===== config.mk =====
export PLATFORM = sky130hd
export DESIGN_NAME = mips_multicycle_ctrl
export DESIGN_NICKNAME = d
export VERILOG_FILES = /design/src/rtl/mips_ctrl_pkg.sv /design/src/rtl/mips_ctrl_decode.sv /design/src/rtl/mips_multicycle_ctrl.sv
export SDC_FILE = /design/constraint.sdc
export NUM_CORES = 1
export LEC_CHECK = 0
export CELL_PAD_IN_SITES_DETAIL_PLACEMENT = 1
export CELL_PAD_IN_SITES_GLOBAL_PLACEMENT = 2
export CORE_UTILIZATION = 30
export DETAILED_ROUTE_END_ITERATION = 10
export PLACE_DENSITY_LB_ADDON = 0.15
export SLEW_MARGIN = 20
export SYNTH_ARGS = -nofsm -noshare
export SYNTH_HDL_FRONTEND = slang
export SYNTH_SLANG_ARGS = --single-unit

===== constraint.sdc =====
create_clock -name clk -period 5.4 [get_ports clk]
set_input_delay 0.81 -clock clk [delete_from_list [all_inputs] [get_ports clk]]
set_output_delay 0.81 -clock clk [all_outputs]
set_load 0.05 [all_outputs]

===== src/rtl/mips_ctrl_pkg.sv =====
// mips_ctrl_pkg -- shared definitions for the multicycle MIPS controller.
//   state_t   : controller state encodings (also driven out on the debug port)
//   OP_*      : instruction[31:26] opcodes the controller understands
//   ALU_*     : alu_op codes handed to the ALU control block
//   PC_*/SRCB_*: pc_source and alu_src_b mux selects
//   ctrl_t    : bundle of every datapath control produced by the decoder
// Optional macro MIPS_CTRL_ADDI_EN adds the ADDIEX/ADDIWB states for addi.
package mips_ctrl_pkg;

  typedef enum logic [3:0] {
    S_FETCH  = 4'd0,
    S_DECODE = 4'd1,
    S_MEMADR = 4'd2,
    S_MEMRD  = 4'd3,
    S_MEMWB  = 4'd4,
    S_MEMWR  = 4'd5,
    S_EXEC   = 4'd6,
    S_ALUWB  = 4'd7,
    S_BRANCH = 4'd8,
    S_JUMP   = 4'd9,
`ifdef MIPS_CTRL_ADDI_EN
    S_ADDIEX = 4'd10,
    S_ADDIWB = 4'd11,
`endif
    S_HALT   = 4'd15
  } state_t;

  localparam logic [5:0] OP_RTYPE = 6'b000000;
  localparam logic [5:0] OP_LW    = 6'b100011;
  localparam logic [5:0] OP_SW    = 6'b101011;
  localparam logic [5:0] OP_BEQ   = 6'b000100;
  localparam logic [5:0] OP_J     = 6'b000010;
  localparam logic [5:0] OP_ADDI  = 6'b001000;
  localparam logic [5:0] OP_HALT  = 6'b111111;

  localparam logic [1:0] ALU_SUB   = 2'b01;
  localparam logic [1:0] ALU_FUNCT = 2'b10;

  localparam logic [1:0] PC_ALUOUT = 2'b01;
  localparam logic [1:0] PC_JUMP   = 2'b10;

  localparam logic [1:0] SRCB_FOUR   = 2'b01;
  localparam logic [1:0] SRCB_IMM    = 2'b10;
  localparam logic [1:0] SRCB_IMM_SH = 2'b11;

  typedef struct packed {
    logic       pc_write;
    logic       pc_write_cond;
    logic       i_or_d;
    logic       mem_read;
    logic       mem_write;
    logic       mem_to_reg;
    logic       ir_write;
    logic       alu_src_a;
    logic       reg_write;
    logic       reg_dst;
    logic [1:0] pc_source;
    logic [1:0] alu_op;
    logic [1:0] alu_src_b;
  } ctrl_t;

  // States that wait on mem_ready and therefore feed the wait counter.
  function automatic logic is_mem_state(input state_t s);
    return (s == S_FETCH) || (s == S_MEMRD) || (s == S_MEMWR);
  endfunction

endpackage


===== src/rtl/mips_ctrl_decode.sv =====
// mips_ctrl_decode -- combinational state-to-control decode.
// Ports:
//   state     in  current controller state
//   mem_ready in  memory completes this cycle (gates FETCH ir_write/pc_write)
//   reset     in  active-low reset level; forces memory/PC/IR strobes off
//   ctrl      out all datapath controls
// Macro MIPS_CTRL_ADDI_EN adds the ADDIEX/ADDIWB rows.
module mips_ctrl_decode
  import mips_ctrl_pkg::*;
(
  input  state_t     state,
  input  logic       mem_ready,
  input  logic       reset,
  output ctrl_t      ctrl
);

  always_comb begin
    ctrl = '0;
    case (state)
      S_FETCH: begin
        ctrl.mem_read  = 1'b1;
        ctrl.alu_src_b = SRCB_FOUR;
        // IR and PC update only on the cycle the fetch actually completes.
        ctrl.ir_write  = mem_ready;
        ctrl.pc_write  = mem_ready;
      end
      S_DECODE: ctrl.alu_src_b = SRCB_IMM_SH;
      S_MEMADR: begin
        ctrl.alu_src_a = 1'b1;
        ctrl.alu_src_b = SRCB_IMM;
      end
      S_MEMRD: begin
        ctrl.mem_read = 1'b1;
        ctrl.i_or_d   = 1'b1;
      end
      S_MEMWB: begin
        ctrl.reg_write  = 1'b1;
        ctrl.mem_to_reg = 1'b1;
      end
      S_MEMWR: begin
        ctrl.mem_write = 1'b1;
        ctrl.i_or_d    = 1'b1;
      end
      S_EXEC: begin
        ctrl.alu_src_a = 1'b1;
        ctrl.alu_op    = ALU_FUNCT;
      end
      S_ALUWB: begin
        ctrl.reg_write = 1'b1;
        ctrl.reg_dst   = 1'b1;
      end
      S_BRANCH: begin
        ctrl.alu_src_a     = 1'b1;
        ctrl.alu_op        = ALU_SUB;
        ctrl.pc_write_cond = 1'b1;
        ctrl.pc_source     = PC_ALUOUT;
      end
      S_JUMP: begin
        ctrl.pc_write  = 1'b1;
        ctrl.pc_source = PC_JUMP;
      end
`ifdef MIPS_CTRL_ADDI_EN
      S_ADDIEX: begin
        ctrl.alu_src_a = 1'b1;
        ctrl.alu_src_b = SRCB_IMM;
      end
      S_ADDIWB: ctrl.reg_write = 1'b1;
`endif
      default: ;  // HALT and unused codes: everything off
    endcase

    // During reset the state register already reads FETCH; keep its
    // strobes from touching memory, IR or PC until reset is released.
    if (!reset) begin
      ctrl.mem_read = 1'b0;
      ctrl.ir_write = 1'b0;
      ctrl.pc_write = 1'b0;
    end
  end

endmodule


===== src/rtl/mips_multicycle_ctrl.sv =====
// mips_multicycle_ctrl -- multicycle MIPS control unit (state register,
// memory-wait watchdog, next-state logic; outputs via mips_ctrl_decode).
// Ports:
//   clk, reset (async, active-low)
//   opcode     instruction[31:26]
//   mem_ready  memory access completes this cycle
//   pc_write .. reg_dst, pc_source, alu_op, alu_src_b : datapath controls
//   state      current state (debug), halted, err (halt was a fault)
// Parameter MEM_TIMEOUT: consecutive not-ready cycles before a fault, 0 = off.
// Macro MIPS_CTRL_ADDI_EN enables addi (ADDIEX/ADDIWB); otherwise addi faults.
module mips_multicycle_ctrl
  import mips_ctrl_pkg::*;
#(
  parameter int unsigned MEM_TIMEOUT = 15
) (
  input  logic       clk,
  input  logic       reset,
  input  logic [5:0] opcode,
  input  logic       mem_ready,
  output logic       pc_write,
  output logic       pc_write_cond,
  output logic       i_or_d,
  output logic       mem_read,
  output logic       mem_write,
  output logic       mem_to_reg,
  output logic       ir_write,
  output logic       alu_src_a,
  output logic       reg_write,
  output logic       reg_dst,
  output logic [1:0] pc_source,
  output logic [1:0] alu_op,
  output logic [1:0] alu_src_b,
  output logic [3:0] state,
  output logic       halted,
  output logic       err
);

  localparam logic       TIMEOUT_EN   = (MEM_TIMEOUT != 0);
  // Counter value seen on the MEM_TIMEOUT-th consecutive not-ready cycle.
  localparam logic [7:0] TIMEOUT_LAST = (MEM_TIMEOUT == 0) ? 8'd0 : 8'(MEM_TIMEOUT - 1);

  state_t     state_reg, state_next;
  logic [7:0] wait_cnt_reg, wait_cnt_next;
  logic       err_reg, err_next;
  ctrl_t      ctrl;

  always_ff @(posedge clk or negedge reset) begin
    if (!reset) begin
      state_reg    <= S_FETCH;
      wait_cnt_reg <= 8'd0;
      err_reg      <= 1'b0;
    end else begin
      state_reg    <= state_next;
      wait_cnt_reg <= wait_cnt_next;
      err_reg      <= err_next;
    end
  end

  always_comb begin
    state_next = state_reg;
    err_next   = err_reg;

    case (state_reg)
      S_FETCH:  if (mem_ready) state_next = S_DECODE;
      S_DECODE: begin
        case (opcode)
          OP_RTYPE:     state_next = S_EXEC;
          OP_LW, OP_SW: state_next = S_MEMADR;
          OP_BEQ:       state_next = S_BRANCH;
          OP_J:         state_next = S_JUMP;
`ifdef MIPS_CTRL_ADDI_EN
          OP_ADDI:      state_next = S_ADDIEX;
`else
          OP_ADDI: begin
            state_next = S_HALT;
            err_next   = 1'b1;
          end
`endif
          OP_HALT:      state_next = S_HALT;
          default: begin
            state_next = S_HALT;
            err_next   = 1'b1;
          end
        endcase
      end
      S_MEMADR: begin
        // IR is stable here, so opcode still holds lw or sw.
        if (opcode == OP_LW) begin
          state_next = S_MEMRD;
        end else if (opcode == OP_SW) begin
          state_next = S_MEMWR;
        end else begin
          state_next = S_HALT;
          err_next   = 1'b1;
        end
      end
      S_MEMRD:  if (mem_ready) state_next = S_MEMWB;
      S_MEMWR:  if (mem_ready) state_next = S_FETCH;
      S_EXEC:   state_next = S_ALUWB;
`ifdef MIPS_CTRL_ADDI_EN
      S_ADDIEX: state_next = S_ADDIWB;
      S_ADDIWB: state_next = S_FETCH;
`endif
      S_MEMWB, S_ALUWB, S_BRANCH, S_JUMP: state_next = S_FETCH;
      S_HALT:   state_next = S_HALT;
      default: begin
        state_next = S_HALT;
        err_next   = 1'b1;
      end
    endcase

    // Memory watchdog overrides the normal hold in a wait state.
    if (TIMEOUT_EN && is_mem_state(state_reg) && !mem_ready &&
        (wait_cnt_reg == TIMEOUT_LAST)) begin
      state_next = S_HALT;
      err_next   = 1'b1;
    end
  end

  always_comb begin
    wait_cnt_next = wait_cnt_reg;
    if (state_next != state_reg) begin
      wait_cnt_next = 8'd0;
    end else if (is_mem_state(state_reg) && !mem_ready && (wait_cnt_reg != 8'hFF)) begin
      wait_cnt_next = wait_cnt_reg + 8'd1;
    end
  end

  mips_ctrl_decode u_decode (
    .state     (state_reg),
    .mem_ready (mem_ready),
    .reset     (reset),
    .ctrl      (ctrl)
  );

  assign pc_write      = ctrl.pc_write;
  assign pc_write_cond = ctrl.pc_write_cond;
  assign i_or_d        = ctrl.i_or_d;
  assign mem_read      = ctrl.mem_read;
  assign mem_write     = ctrl.mem_write;
  assign mem_to_reg    = ctrl.mem_to_reg;
  assign ir_write      = ctrl.ir_write;
  assign alu_src_a     = ctrl.alu_src_a;
  assign reg_write     = ctrl.reg_write;
  assign reg_dst       = ctrl.reg_dst;
  assign pc_source     = ctrl.pc_source;
  assign alu_op        = ctrl.alu_op;
  assign alu_src_b     = ctrl.alu_src_b;
  assign state         = state_reg;
  assign halted        = (state_reg == S_HALT);
  assign err           = err_reg;

endmodule

* Word-level counts from Yosys, hierarchy flattened
Cells that the tools add are included.
Widths: inputs -> output; s select.
** Storage, ports and cells
- Register bits after elaboration :: 13
- Latch bits :: 0
- Memory bits (writable) :: 0
- ROM bits :: 0
- Bits of input ports :: 9
- Output and inout bits :: 22
- Word-level logic and storage cells :: 75
- Memories kept :: 0
** Operators by class
- $add $sub $neg :: 1
- Multipliers :: 0
- Divide/modulo/power cells :: 0
- $lt $le $gt $ge :: 0
- Equality and inequality tests :: 22
- Shift operators :: 0
- Mux-type cells :: 31
- Bitwise operators :: 0
- Reductions and logical operators :: 18
** Operators with widths (number)
- $pmux 4 s7 :: 1
- $mux 4 :: 6
- $eq 6x6->1 const B :: 3
- $eq 4x3->1 const B :: 4
- $mux 1 :: 16
- $mux 8 :: 2
- $pmux 4 s4 :: 1
- $eq 4x4->1 const B :: 3
- $ne 3x3->1 const B :: 3
- $reduce_or 9->1 :: 1
- $add 8x1->8 const B :: 1
- $eq 4x2->1 const B :: 2
- $eq 8x4->1 const B :: 1
- $ne 8x8->1 const B :: 1
- $pmux 2 s2 :: 2
- $reduce_or 2->1 :: 4
- $eq 6x2->1 const B :: 1
- $eq 6x3->1 const B :: 1
- $logic_not 6->1 :: 1
- $pmux 2 s3 :: 1
- $reduce_or 6->1 :: 1
- $eq 4x1->1 const B :: 1
- $logic_not 4->1 :: 1
- $ne 4x4->1 :: 1
- 10 further kinds :: 13

* Longest topological paths before layout
- Depth in word-level cells :: 8
- Gate-level depth with buffers :: 8
- Gate-level depth less buffers :: 8

* Cells and area by module
A second synthesis with hierarchy kept.
** Unflattened totals
- Cells, all modules :: 158
- Area total of the unflattened synthesis :: 1297.5 um^2
** Modules (own cells, without submodules)
- mips_multicycle_ctrl :: times used 1, cells each 127, area an instance 1083.5 um^2, sequential area each 325.3 um^2
- mips_ctrl_decode :: times used 1, cells each 31, area an instance 214.0 um^2, sequential area each 0.0 um^2

* Least setup slack after synthesis
Ideal clock, no wire load.
- Path type :: reg-to-output
- Start :: register state_reg[3] (netlist: state[3])
- End :: output pc_source[0]
- Arrival time :: 2.709 ns
- Data required time :: 4.590 ns
- Setup slack :: 1.881 ns
- Stages on the path, launching flop included :: 6
- Buffers on the path :: 3
- Cells stage by stage :: dfrtp_1 -> buf_6 -> clkbuf_1 -> nand2_1 -> nor3_1 -> buf_4
** On the way
- Word-level cells in the longest chain between the ends :: 2
- Elaborated cells on any way between the ends :: 3
- Classes of those cells :: eq/ne (2); mux (1)
** Ends and longest elaborated chain
- start: declaration :: RTL line mips_multicycle_ctrl.sv:42 : state_t state_reg, state_next;
- start signal: assignment :: RTL line mips_multicycle_ctrl.sv:53 : state_reg <= state_next;
- $eq 4x4->1 :: RTL line mips_ctrl_decode.sv:19 : case (state)
- $pmux 2 s2 (*) :: RTL line mips_ctrl_decode.sv:19
- end: declaration :: RTL line mips_multicycle_ctrl.sv:30 : output logic [1:0] pc_source,
Every way passes the cells marked *; elsewhere a longest branch is shown, timed or not.

* Worst setup path in the final report
- Start :: input reset
- End :: output pc_write
** On the way
- Word-level cells in the longest chain between the ends :: 1
** Ends and longest elaborated chain
- start: declaration :: RTL line mips_multicycle_ctrl.sv:17 : input logic reset,
- $mux 1 :: RTL line mips_ctrl_decode.sv:74 : if (!reset) begin
- end: declaration :: RTL line mips_multicycle_ctrl.sv:20 : output logic pc_write,
No other way between the ends.

==> flow_metrics.tcl <==
set metrics [dict create \
    cts_max_path_buffers 2 \
    hold_path_class "reg2reg" \
    synth_fp_nets 170 \
    grt-ovfl-total 0 \
    post-route-drc-count 0 \
    grt_max_degree 28 \
    setup_ws_ps 1670 \
    numCtsBuffers 3 \
    dieArea_um2 4460 \
    final_antenna_net_count 0 \
    critPathKind "in2out" \
    die_h_um 66.8 \
    vias 1267 \
    synthCells 159 \
    gp_congestion 0.854 \
    finalPower_mw 0.204 \
    setup_violations 0 \
    tightestPinTransition_ps 894 \
    path_cells "clkdlybuf4s50_1, and4_1, a21o_1, clkdlybuf4s50_1" \
    largest_reg_flops 8 \
    synth_edf_count 0 \
    end_kind "output pin" \
    num_io_pins 31 \
    yosys_warnings 0 \
    postSynthRegisterBits 13 \
    antenna_found_initial 0 \
    finClkSkew_ps 2.15 \
    syn-cell-area_um2 1260 \
    grt_pass1_wl_um 6180 \
    synthTopCellsByCount "22 x nor3_1, 18 x nor2_1, 14 x nand2_1, 13 x dfrtp_1, 7 x inv_1" \
    synth_top_area_frac 0.258 \
    initial_utilization 0.313 \
    met3_usage 0.0308 \
    drive_above_1_share 0.0934 \
    cts_tree "done" \
    place_ws_ps 1610 \
    fin_nets 194 \
    hold_viol 0 \
    min_period_ps 3730 \
    seq_area_frac_synth 0.258 \
    arrival_ps 2920 \
    maxSlewHeadroom 0.404 \
    fp.dieW_um 66.8 \
    period_share 0.690 \
    synthFlopType "dfrtp_1" \
    async_reset_ff_frac 1.00 \
    vdd_ir_drop_max_mv 0.0873 \
    fmax_ghz 0.268 \
    wl_per_cell_um 15.5 \
    port_buffers 30 \
    vias_per_cell 5.46 \
    clock-sinks 13 \
    num_antenna_cells 0 \
    routed_wl_um 3600 \
    hpwl_um 2690 \
    rows 23 \
    nFillCells 503 \
    ys_top_cells_by_area "dfrtp_1 26%, nor3_1 8.7%, nor2_1 5.4%" \
    yosysMostFrequentCell "nor3_1" \
    top_usage_layer "met2" \
    yosysUniqueCellTypes 49 \
    grt_use_met1 0.239 \
    rsz0062_at_grt "false" \
    cts_hold_buf 0 \
    crit_family "buffers and inverters" \
    syn_to_final_growth_pct 27.6 \
    p_leak_nw 0.592 \
    drt-initial-drc-count 54 \
    max_stage_delay_ps 900 \
    ctsResizeCount 0 \
    cp_common_cell "clkdlybuf4s50_1" \
    startpoint_type "input pin" \
    synth_largest_area_cell "dfrtp_1" \
    slew_viol_final 0 \
    drt-pass1-iter-count 4 \
    syn_avg_cell_area_um2 7.92 \
    grt_pass1_vias 1285 \
    outcome "finished, final reports clean" \
    cts_setup_buffers 0 \
    cts_root_buffer "clkbuf_8" \
    path_max_fanout 16 \
    cp.buffers_inverters 2 \
    power_density_nw_per_um2 127 \
    slowest_stage "clkdlybuf4s50_1" \
    drv_cap 0 \
    core_um2 4030 \
    met2_usage 0.304 \
    setup_tns_ps 0 \
    htreeDepth 1 \
    grt_use_total 0.178 \
    clk_pin_slew_worst_paths_ps 50 \
    critPathRequiredTime_ps 4590 \
    clock_latency_ps 240 \
]
## worst register-to-register path, cell delays in order (launching register included)
cell	delay, ps
dfrtp_1	840
nor4b_2	350
a22oi_2	170
o22ai_2	300
mux2_2	390
nand3_4	160
nor3_1	80
## cell usage in the layout, fill, tap and decap left out, types with 4 or more instances in the layout
cell type / synthesis / routed
nor3_1: 22 / 22
clkdlybuf4s50_1: 0 / 30
nand2_1: 14 / 14
inv_1: 7 / 7
nand2b_1: 5 / 5
and3_1: 5 / 5
xnor2_1: 5 / 5
a21oi_1: 4 / 4
dfrtp_1: 13 / 13
nor2_1: 18 / 18
o21ai_0: 6 / 6
## area by class of cell
class                           count  area [um^2]  share of cell area
Clock buffer                        3         41.3              0.0257
Clock inverter                      1         5.00             0.00311
Inverter                            7         26.3              0.0163
Multi-Input combinational cell    128          847               0.527
Sequential cell                    13          325               0.202
Tap cell                           50         62.6              0.0389
Timing Repair Buffer               30          300               0.187
## stage by stage
stage               utilization  instances  cell area (um^2)  hold slack (ps)
floorplan                     -        159              1260              514
global placement          0.388        228              1560              510
detailed placement        0.388        228              1560              485
CTS                       0.399        232              1610              503
global route              0.399        232              1610              554
finish                    0.399        232              1610              498
## power by group
group,switching [mW],total [mW],leakage [nW],internal [mW]
combinational,0.0113,0.0199,0.411,0.00869
sequential,0.000359,0.0979,0.156,0.0976
clock,0.0352,0.0862,0.0255,0.0509
total,0.0469,0.204,0.592,0.157
## kinds of logic (layout without fill, tap and decap cells)
kind of cell               count (synthesis)  in the layout  synth area share
xor gates and xnor gates                   7              7            0.0487
AOI/OAI and AO/OA                         35             35             0.227
and+or+nand+nor                           81             81             0.352
buffers and inverters                     18             41            0.0695
muxes                                      3              3            0.0248
adders and majority gates                  2              2            0.0199
DFF                                       13             13             0.258
## worst paths after layout
kind	depth (start not counted)	start	endpoint	slack, ps
worst max-delay path	4	reset	pc_write	1670
worst min-delay path	2	err$_DFFE_PN0P_	err$_DFFE_PN0P_	500
worst max register to register	6	state[0]$_DFF_PN0_	wait_cnt_reg[1]$_DFFE_PN0P_	2990
worst min register to register	2	err$_DFFE_PN0P_	err$_DFFE_PN0P_	500
max in group asynchronous	1	reset	wait_cnt_reg[0]$_DFFE_PN0P_	3990
min in group asynchronous	1	reset	wait_cnt_reg[4]$_DFFE_PN0P_	980
## routing by layer
layer / routed length [um] / share of wire
met5: 0 / 0
met4: 0 / 0
met3: 144 / 0.040
met2: 1700 / 0.47
met1: 1760 / 0.49
Note: power is estimated with default switching activity, not from simulation.
==> RTL edit 1: new RTL, same settings <==
Add a define of `MIPS_CTRL_ADDI_EN`.
--- a/src/rtl/mips_ctrl_pkg.sv
+++ b/src/rtl/mips_ctrl_pkg.sv
@@ -7,2 +7,4 @@
 // Optional macro MIPS_CTRL_ADDI_EN adds the ADDIEX/ADDIWB states for addi.
+`define MIPS_CTRL_ADDI_EN
+
 package mips_ctrl_pkg;
Function: changed (Yosys sat finds a counterexample within 4 cycles, from zero or initial values and one cycle with reset low).
==> RTL edit 1 against the original RTL <==
- synthesized cell count is 1.9% higher
- wire length is 5.8% higher
- die area increased by 1.7%
- critical path type unchanged
- critical endpoint unchanged
- highest routed layer is now met4
- area after synthesis up 1.8%
- sequential cell count unchanged
- largest cell class unchanged
- final area up 1.2%
- worst setup slack gained 21 ps
Power is left out: it rests on default switching activity, and per cell area and clock period it moved more than threefold.
==> RTL edit 1: results (changes against the original RTL) <==
Synthesis
  • Async S/R FF share, synth: 100% (unchanged)
  • Number of distinct library cells after synthesis: 53 (was 49)
  • Synth warnings: 0 (unchanged)
  • Synthesized Nets: 173 (was 170)
  • Sequential area share after synthesis: 25.4% (was 25.8%)
  • Top_reg_cell synth: dfrtp_1 (unchanged)
  • Synth area leaders: dfrtp_1 (25%), a21oi_1 (6.6%), nor2_1 (6.1%) (was dfrtp_1 (26%), nor3_1 (8.7%), nor2_1 (5.4%))
  • Synth cell count leaders: nor2_1 (21), a21oi_1 (17), nand2_1 (16) (was nor3_1 (22), nor2_1 (18), nand2_1 (14))

CTS
  • Worst-skew pair later-pin latency: approximately 250 ps
  • Bufs on Longest Clock Path: 2 (unchanged)
  • CTS clk-pin slew, worst paths: around 60 ps
  • Post-CTS Setup Inserts: 0 (unchanged)
  • Post_cts resized: 0 (unchanged)
  • Num CTS Buffers: 3 (unchanged)
  • Root Buffer: clkbuf_8 (unchanged)
  • H-tree levels: 1 (unchanged)

Timing
  • Slew HR: 51.0% (was 40.4%)
  • Clk_skew: 1.59 ps (was 2.15 ps)

Global route
  • First-pass GRT wire length: 6370 um (was 6180 um)
  • GR Util All Layers: 18.5% (was 17.8%)
  • Vias in the first global route: 1279 (was 1285)
  • Met1 usage: 27.3% (was 23.9%)
  • Met2 global-route usage: 29.5% (was 30.4%)
  • M3 GR Usage: 2.03% (was 3.08%)
  • Largest net degree at the start of global routing: 22 (was 28)
  • Initial antenna violation count: 0 (unchanged)

Detailed routing
  • DRT Wirelength: 3810 um (was 3600 um)
  • Number of iterations in the first detailed-routing pass: 4 (unchanged)
  • First DRT Iteration DRCs: 54 (unchanged)
  • DR vias/cell: 5.39 (was 5.46)

Worst hold path
  • Hold Path Depth: 1 (was 2)
  • HP Start: err (unchanged)
  • Hold Path Class: reg -> reg (unchanged)

Finish
  • Final nets: 196 (was 194)
  • Share of cells above drive strength 1: 9.24% (was 9.34%)
  • Number of diodes: 0 (unchanged)
  • Fill cell count: 520 (was 503)
  • Max reg flops: 8 (unchanged)

Worst setup path
  • Crit path from: reset (unchanged)
  • Crit path DAT: 2900 ps (was 2920 ps)
  • Worst path slowest cell: clkdlybuf4s50_1 (unchanged)
  • Crit path largest cell delay: 790 ps (was 900 ps)
  • Reg-to-reg critical path startpoint: state[0] (unchanged)
  • R2R depth: 5 (was 6)
  • Crit path max fanout: 15 (was 16)

Place
  • RD Place Congestion: 0.821 (was 0.854)
  • HPWL Detailed: 2970 um (was 2690 um)
  • PortBufs: 30 (unchanged)

Outcome
  • Status: finished, final reports clean (unchanged)
-- RTL edit 1: cells by family after synthesis --
logic type / after synthesis / synth area share, %
DFF: 13 / 25.4
and+or+nand+nor: 77 / 32.3
muxes: 1 / 0.781
buffers and inverters: 20 / 7.71
AOI/OAI and AO/OA: 44 / 27.9
xor gates and xnor gates: 5 / 4.00
adders and majority gates: 2 / 1.95
-- RTL edit 1: path summary, 6_finish.rpt --
kind	end	slack, ps
worst min-delay path	err	510
worst max register to register	wait_cnt_reg[2]	2920
worst max-delay path	pc_write	1690
worst min register to register	err	510
max in group asynchronous	wait_cnt_reg[5]	4350
min in group asynchronous	wait_cnt_reg[3]	880
-- RTL edit 1: area by class of cell --
class,count,area share [%]
clock buffers,3,2.54
clock inverters,1,0.308
flip-flops and latches,13,20.0
inverters,7,1.62
well taps,50,3.85
multi-input cells,129,52.8
repair buffers,31,18.9
-- RTL edit 1: metrics by stage --
stage / hold WS, ps / std cells / cell area (um^2) / setup WS (ps) / util [%]
floorplan: 514 / 162 / 1280 / 1250 / -
global placement: 480 / 230 / 1580 / 1720 / 38.9
detailed placement: 518 / 230 / 1580 / 1680 / 38.9
CTS: 536 / 234 / 1630 / 1670 / 40.1
global route: 545 / 234 / 1630 / 1500 / 40.1
finish: 515 / 234 / 1630 / 1690 / 40.1
-- RTL edit 1: critical path: cells and delay by family --
| kind | cells | cell delay, ps |
|---|---|---|
| buf+inv | 3 | 1460 |
| simple gates | 2 | 490 |
| compound gates | 1 | 130 |
-- RTL edit 1: metal layers --
| metal | share of wire (%) | up-vias |
|---|---|---|
| li1 | - | 632 |
| met1 | 50 | 609 |
| met2 | 48 | 19 |
| met3 | 2.2 | 2 |
| met4 | 0.42 | 0 |
| met5 | 0 | - |
==> RTL edit 2: new RTL, same settings <==
Without the edit above. Reset style: synchronous (`reset`), changed in one clocked block. Comments in the files are not updated.
--- a/src/rtl/mips_multicycle_ctrl.sv
+++ b/src/rtl/mips_multicycle_ctrl.sv
@@ -46,3 +46,3 @@
 
-  always_ff @(posedge clk or negedge reset) begin
+  always_ff @(posedge clk) begin
     if (!reset) begin
Formal check against the unedited RTL: differs if reset is asserted again (counterexample within 4 cycles, from zero or initial values and one cycle with reset low); with reset held inactive, the same outputs for 10 cycles.
==> RTL edit 2 against the original RTL <==
- area after synthesis is 4.1% lower
- critical endpoint unchanged
- wire length fell by 0.92%
- via count fell by 2.4%
- critical path type unchanged
- cell count shrank 2.2%
- sequential share of layout area down 3.5 points
- worst setup slack improved by 340 ps
- final area is 3.3% lower
- sequential cell count unchanged
Power is left out: it rests on default switching activity, and per cell area and clock period it moved more than threefold.
==> RTL edit 2: results (changes against the original RTL) <==
Synthesis
  • XOR/XNOR Fraction of Synth Area: 6.52% (was 4.87%)
  • Synth cell count leaders: nor2_1 (17), dfxtp_1 (13), nand2_1 (12), nor4_1 (12), xnor2_1 (8) (was nor3_1 (22), nor2_1 (18), nand2_1 (14))
  • Mux share of post-synthesis cell area: 1.86% (was 2.48%)
  • Synth warnings: 0 (unchanged)
  • Sequential area share after synthesis: 21.5% (was 25.8%)
  • Compound-gate portion of the synthesized area: 22.5% (was 22.7%)
  • Synthesized Nets: 168 (was 170)
  • Number of distinct library cells after synthesis: 52 (was 49)
  • Async S/R FF share, synth: 0% (was 100%)
  • Synth area leaders: dfxtp_1 (22%), nor4_1 (6.2%), xnor2_1 (5.8%) (was dfrtp_1 (26%), nor3_1 (8.7%), nor2_1 (5.4%))
  • Top_reg_cell synth: dfxtp_1 (was dfrtp_1)
  • Post-Syn Instances: 157 (was 159)
  • Adder-cell share of the synthesized area: 2.07% (was 1.99%)

Worst setup path
  • Worst path slowest cell: clkdlybuf4s50_1 (unchanged)
  • Reg-to-reg critical path startpoint: state[2] (was state[0])
  • Crit path largest cell delay: 790 ps (was 900 ps)
  • Crit path DAT: 2580 ps (was 2920 ps)
  • Crit path max fanout: 8 (was 16)
  • Crit path max-delay family: buffers and inverters (unchanged)

Place
  • Placed instance area: 1510 um^2 (was 1560 um^2)
  • HPWL Detailed: 2710 um (was 2690 um)
  • RD Place Congestion: 0.783 (was 0.854)
  • Cell count after placement: 223 (was 228)
  • Post-Place Worst Slack: 1980 ps (was 1610 ps)
  • PortBufs: 30 (unchanged)

Global route
  • First-pass GRT wire length: 6080 um (was 6180 um)
  • Largest net degree at the start of global routing: 23 (was 28)
  • GR Util All Layers: 18.3% (was 17.8%)
  • Initial antenna violation count: 0 (unchanged)
  • Vias in the first global route: 1263 (was 1285)

Finish
  • Max reg flops: 8 (unchanged)
  • Final nets: 191 (was 194)
  • Number of diodes: 0 (unchanged)
  • Fill cell count: 459 (was 503)
  • Share of cells above drive strength 1: 9.50% (was 9.34%)

CTS
  • Post_cts resized: 0 (unchanged)
  • CTS clk-pin slew, worst paths: 50 ps (about the same)
  • Num CTS Buffers: 3 (unchanged)
  • Root Buffer: clkbuf_8 (unchanged)
  • Worst-skew pair later-pin latency: 250 ps

Outcome
  • Status: finished, final reports clean (unchanged)

Worst hold path
  • HP Start: err (unchanged)
  • Hold Path Class: reg -> reg (unchanged)

Timing
  • Worst-Margin Slew: 827 ps (was 894 ps)
  • Final number of setup-violating endpoints: 0 (unchanged)
  • Clk_skew: 7.44 ps (was 2.15 ps)

Detailed routing
  • First DRT Iteration DRCs: 74 (was 54)
  • Routed vias: 1237 (was 1267)
  • DRT Wirelength: 3570 um (was 3600 um)
  • Number of iterations in the first detailed-routing pass: 4 (unchanged)
  • Wire per inst: 15.7 um (was 15.5 um)
RTL edit 2: cell count changes in the layout (fill, tap and decap cells not counted), moves of 3 or more:
cell and delta:
nor4_1 +11, nor3_1 -16, dfxtp_1 +13, inv_1 -3
o31a_1 +3, o21ai_1 +3, o21ai_0 -3, xnor2_1 +3
nor3b_1 +3, a22oi_1 -3, dfrtp_1 -13, and2_1 +4
RTL edit 2: per-layer routing:
layer / GRT usage, % / wire [um]
met5: 0 / 0
met4: 6.52 / 45
met3: 1.56 / 86
met2: 32.3 / 1850
met1: 22.9 / 1590
RTL edit 2: path summary, 6_finish.rpt:
kind                                         to  slack (ps)  cells after the start
worst max register to register  wait_cnt_reg[4]        2770                      6
worst max-delay path                   pc_write        2010                      4
worst min-delay path                        err         500                      1
worst min register to register              err         500                      1
RTL edit 2: through the flow:
step | utilization, % | hold slack (ps)
floorplan | - | 534
global placement | 40.0 | 485
detailed placement | 40.0 | 487
CTS | 41.2 | 505
global route | 41.2 | 539
finish | 41.2 | 503
RTL edit 2: layout make-up:
cell class              instances  area [um^2]  area share [%]
multi-input cells             128          873            56.2
repair buffers                 30          300            19.3
flip-flops and latches         13          260            16.7
well taps                      48         60.1            3.86
clock buffers                   4         45.0            2.90
inverters                       4         15.0           0.966
RTL edit 2: cells by family (layout without fill, tap and decap cells):
| logic type | count (synthesis) | count (layout) |
|---|---|---|
| flip-flops | 13 | 13 |
| adder cells (fa/ha/maj) | 2 | 2 |
| XOR/XNOR | 9 | 9 |
| multiplexers | 2 | 2 |
| buffers and inverters | 16 | 38 |
| AO/OA/AOI/OAI | 34 | 34 |
| AND/OR/NAND/NOR | 81 | 81 |
